**config.mk**
```make
export PLATFORM = sky130hd
export DESIGN_NAME = uart_rx_framed
export DESIGN_NICKNAME = d
export VERILOG_FILES = /design/src/rtl/uart_rx_framed.sv
export SDC_FILE = /design/constraint.sdc
export NUM_CORES = 1
export LEC_CHECK = 0
export ABC_AREA = 0
export CORE_MARGIN = 4
export CORE_UTILIZATION = 50
export CTS_BUF_LIST = sky130_fd_sc_hd__clkbuf_16
export DETAILED_ROUTE_END_ITERATION = 10
export GPL_TIMING_DRIVEN = 0
export HOLD_SLACK_MARGIN = 0.12
export PLACE_DENSITY = 0.71
export SLEW_MARGIN = 30
export SYNTH_ARGS = -nofsm -noshare
export SYNTH_HDL_FRONTEND = slang
export SYNTH_SLANG_ARGS = --single-unit
```
**constraint.sdc**
```tcl
create_clock -name Clock -period 2.6 [get_ports Clock]
set_input_delay 0.39 -clock Clock [delete_from_list [all_inputs] [get_ports Clock]]
set_output_delay 0.39 -clock Clock [all_outputs]
set_load 0.01 [all_outputs]
```
**src/rtl/uart_rx_framed.sv**
```systemverilog
// Framed UART receiver: 2-flop sync, 8N1-style framing, optional parity via `UART_RX_PARITY_EN.
// Latency: RX_Valid rises one cycle after the final stop-bit centre sample.
// Backpressure: one held byte; a frame completing while the held byte is unaccepted is dropped and RX_Overrun pulses.
module uart_rx_framed #(
  parameter int CLKS_PER_BIT = 868,
  parameter int DATA_BITS    = 8,
  parameter int STOP_BITS    = 1,
  parameter int PARITY_ODD   = 0
) (
  input  logic                 Clock,
  input  logic                 Reset_n,
  input  logic                 RX_Serial,
  input  logic                 RX_Ready,
  output logic                 RX_Valid,
  output logic [DATA_BITS-1:0] RX_Data,
  output logic                 RX_Frame_Err,
  output logic                 RX_Parity_Err,
  output logic                 RX_Overrun,
  output logic                 RX_Busy
);

  localparam int              CW        = $clog2(CLKS_PER_BIT);
  localparam logic [CW-1:0]   BIT_LAST  = CW'(CLKS_PER_BIT - 1);
  localparam logic [CW-1:0]   HALF      = CW'((CLKS_PER_BIT - 1) / 2);
  localparam logic [3:0]      DATA_LAST = 4'(DATA_BITS - 1);
  localparam logic [3:0]      STOP_LAST = 4'(STOP_BITS - 1);

  typedef enum logic [2:0] {
    ST_IDLE,
    ST_START,
    ST_DATA,
`ifdef UART_RX_PARITY_EN
    ST_PARITY,
`endif
    ST_STOP
  } state_t;

  state_t                 state_q, state_d;
  logic [1:0]             sync_q;
  logic                   rx_s;
  logic [CW-1:0]          cnt_q, cnt_d;
  logic [3:0]             bit_q, bit_d;
  logic [DATA_BITS-1:0]   shreg_q, shreg_d;
  logic                   ferr_q, ferr_d;
  logic                   done_q, done_d;
`ifdef UART_RX_PARITY_EN
  logic                   perr_q, perr_d;
`endif

  assign rx_s    = sync_q[1];
  assign RX_Busy = (state_q != ST_IDLE);

  always_ff @(posedge Clock or negedge Reset_n) begin
    if (!Reset_n) begin
      sync_q  <= 2'b11;
      state_q <= ST_IDLE;
      cnt_q   <= '0;
      bit_q   <= '0;
      shreg_q <= '0;
      ferr_q  <= 1'b0;
      done_q  <= 1'b0;
`ifdef UART_RX_PARITY_EN
      perr_q  <= 1'b0;
`endif
    end else begin
      sync_q  <= {sync_q[0], RX_Serial};
      state_q <= state_d;
      cnt_q   <= cnt_d;
      bit_q   <= bit_d;
      shreg_q <= shreg_d;
      ferr_q  <= ferr_d;
      done_q  <= done_d;
`ifdef UART_RX_PARITY_EN
      perr_q  <= perr_d;
`endif
    end
  end

  always_comb begin
    state_d = state_q;
    cnt_d   = cnt_q;
    bit_d   = bit_q;
    shreg_d = shreg_q;
    ferr_d  = ferr_q;
    done_d  = 1'b0;
`ifdef UART_RX_PARITY_EN
    perr_d  = perr_q;
`endif
    case (state_q)
      ST_IDLE: begin
        if (!rx_s) begin
          state_d = ST_START;
          cnt_d   = '0;
          bit_d   = '0;
          ferr_d  = 1'b0;
`ifdef UART_RX_PARITY_EN
          perr_d  = 1'b0;
`endif
        end
      end
      ST_START: begin
        if (cnt_q == HALF) begin
          cnt_d   = '0;
          // a start bit that is high again at mid-bit was only a glitch
          state_d = rx_s ? ST_IDLE : ST_DATA;
        end else begin
          cnt_d = cnt_q + 1'b1;
        end
      end
      ST_DATA: begin
        if (cnt_q == BIT_LAST) begin
          cnt_d   = '0;
          shreg_d = {rx_s, shreg_q[DATA_BITS-1:1]};
          if (bit_q == DATA_LAST) begin
            bit_d = '0;
`ifdef UART_RX_PARITY_EN
            state_d = ST_PARITY;
`else
            state_d = ST_STOP;
`endif
          end else begin
            bit_d = bit_q + 4'd1;
          end
        end else begin
          cnt_d = cnt_q + 1'b1;
        end
      end
`ifdef UART_RX_PARITY_EN
      ST_PARITY: begin
        if (cnt_q == BIT_LAST) begin
          cnt_d   = '0;
          perr_d  = ((^shreg_q) ^ rx_s) != (PARITY_ODD != 0);
          state_d = ST_STOP;
        end else begin
          cnt_d = cnt_q + 1'b1;
        end
      end
`endif
      ST_STOP: begin
        if (cnt_q == BIT_LAST) begin
          cnt_d  = '0;
          ferr_d = ferr_q | ~rx_s;
          if (bit_q == STOP_LAST) begin
            // leave at the centre sample so a back-to-back start edge is not missed
            state_d = ST_IDLE;
            bit_d   = '0;
            done_d  = 1'b1;
          end else begin
            bit_d = bit_q + 4'd1;
          end
        end else begin
          cnt_d = cnt_q + 1'b1;
        end
      end
      default: state_d = ST_IDLE;
    endcase
  end

  always_ff @(posedge Clock or negedge Reset_n) begin
    if (!Reset_n) begin
      RX_Valid     <= 1'b0;
      RX_Data      <= '0;
      RX_Frame_Err <= 1'b0;
      RX_Overrun   <= 1'b0;
    end else begin
      RX_Overrun <= 1'b0;
      if (done_q && (!RX_Valid || RX_Ready)) begin
        RX_Valid     <= 1'b1;
        RX_Data      <= shreg_q;
        RX_Frame_Err <= ferr_q;
      end else begin
        if (done_q) RX_Overrun <= 1'b1;
        if (RX_Valid && RX_Ready) RX_Valid <= 1'b0;
      end
    end
  end

`ifdef UART_RX_PARITY_EN
  always_ff @(posedge Clock or negedge Reset_n) begin
    if (!Reset_n) begin
      RX_Parity_Err <= 1'b0;
    end else if (done_q && (!RX_Valid || RX_Ready)) begin
      RX_Parity_Err <= perr_q;
    end
  end
`else
  assign RX_Parity_Err = 1'b0;
`endif

endmodule
```
==> run metrics <==
Total GRT Usage 0.168; H-tree Lvls 2; Synth area leader dfrtp_1; synthesized net count 182; CTS root buf clkbuf_16; CTS Sinks 39; slowest stage delay, CP 0.42 ns; Hold Startpoint sync_q[0]; top cells by area, synth dfrtp_1, mux2_2, ha_1; Detailed Routing Iterations Pass 1 4; final setup violation count 0; # nets final 206; CP Data Required Time 2.77 ns; DR WL/cell 15.6 um; Slew Limit Fails 0; height of the die 69.8 um; max_cap viols 0; YS warnings 0; Cells after Synth 168; final core occ 0.627; initial antenna violation count 0; Synth-to-Final Area Change 21.2%; die area 4870 um^2; PD cells 574 nW/um^2; share of cells above drive strength 1 0.207; Setup TNS 0 ns; PortBufs 15; Clock Skew 0.00718 ns; final antenna-violating net count 0; Setup crit end kind register; sequential area share after synthesis 0.512; later-pin clock latency in the skew report 0.28 ns; min Tclk post-route 2.14 ns; Slowest-stage cell, CP dfrtp_1; area of the mapped netlist 1910 um^2; worst vdd ir 0.457 mV; cts bufs inserted 5; Via Count 1375; Final Power 1330 uW; FF-to-FF Start state_q[0]; vias in the first global route 1396; n_diodes 0; RD Place Congestion 0.805; core area 3690 um^2; most common cell in the netlist dfrtp_1; Seq cells post-synth 39; chip width 69.8 um; Max clock buf depth 2; hold crit path type register to register; Fin. Hold Viols 0; period utilization 0.825; asr flop ratio synth 1.00; most common flop cell mapped by yosys dfrtp_1; WL final 3750 um; Worst setup SP type register; CP startpoint state_q[0]; Fmax 0.466 GHz; DR vias/cell 5.71; DP Wirelength 2700 um; first-pass GRT wire length 6500 um; clk slew on worst S/H paths 0.06 ns; largest net degree at the start of global routing 29; Initial DRC Count 50; RSZ-0062 raised after global routing no; Post-synth top cells dfrtp_1, nand2_1, mux2_2, ha_1, inv_1; status finished clean; Worst Path Arrival 2.31 ns; Post-synth EDFFs 0; I/O pin total 17; Remaining Overflow, GRT 0; Worst Path Class, Setup register to register; number of setup buffers added after CTS 0; Pleak 0.00107 uW; Syn Area/Cell 11.4 um^2; # DRC 0; crit path max fanout 5; CTS tree built; top-area cell type share of the netlist area 0.485; worst reg2reg setup slack 0.46 ns; CP cell instances inv_1, ha_1, nor4b_1, nand3b_1, nand4b_1, o41ai_1; number of distinct library cells after synthesis 41; Core Rows 22; Starting Density 0.518
sequential cells by signal, summed over array words and instances, names as in the netlist:
register and cells:
ferr_q 1, bit_q 4, cnt_q 10, RX_Overrun 1, shreg_q 8, RX_Data 8
RX_Valid 1, state_q 2, RX_Frame_Err 1, done_q 1, sync_q 2
layout make-up:
class	instances	area [um^2]
buffer	3	16.3
multi-input combinational	116	877
clock inverter	3	43.8
tap	48	60.1
fill	309	1380
clock buffer	5	125
inverter	10	37.5
timing repair buffer	17	175
sequential	39	978
timing repair:
action	in CTS	in global routing
endpoints found under the hold margin	11	0
gates resized for setup	0	0
hold buffers	1	0
where the power goes:
part	internal, uW	switching (uW)
Combinational	8.30	13.1
Sequential	610	1.40
Clock	452	243
Total	1070	258
worst max-delay path, delay by kind of cell (launching register included):
kind | cells | cell delay (ns)
buffers and inverters | 1 | 0.12
AO/OA/AOI/OAI | 1 | 0.33
adder cells (fa/ha/maj) | 1 | 0.28
AND/OR/NAND/NOR | 3 | 0.87
flip-flops | 1 | 0.42
cells by family after synthesis:
logic type      count (synthesis)  synth area share
flops                          39             0.512
compound gates                 29             0.107
fa+ha+maj                      10            0.0655
other cells                     1           0.00196
buf+inv                        13            0.0282
xor+xnor                        3            0.0138
simple gates                   56             0.170
mux                            17             0.100
path summary, 6_finish.rpt:
kind / endpoint / cells after the start
min: sync_q[1] / 0
min reg2reg: sync_q[1] / 0
max in group asynchronous: sync_q[1] / 3
max: state_q[1] / 6
min in group asynchronous: bit_q[3] / 2
max reg2reg: state_q[1] / 6
layer usage:
metal / global-route usage / part of all wire / up-vias
met5: 0 / 0 / -
met4: 0.0702 / 0.022 / 0
met3: 0.0565 / 0.046 / 9
met2: 0.277 / 0.49 / 33
met1: 0.199 / 0.44 / 683
li1: - / - / 650
through the flow:
step           cells  cell area [um^2]  hold WS, ns  setup WS [ns]
2_1_floorplan    168              1910       0.0944          0.670
3_3_place_gp     231              2120        0.346          0.268
3_5_place_dp     232              2130        0.297          0.480
4_1_cts          241              2310        0.356          0.487
5_1_grt          241              2310        0.363          0.187
6_report         241              2310        0.354          0.455
layout by cell type (no fill, tap or decap), types with 3 or more instances in the layout:
master,count
dfrtp_1,37
nand2_1,19
mux2_2,17
clkdlybuf4s50_1,14
inv_1,10
ha_1,10
o21ai_0,9
a21oi_1,7
nand3_1,7
nor3_1,5
clkbuf_16,5
nor4_1,4
nor2_1,3
o31ai_1,3
(Power assumes the default switching activity.)
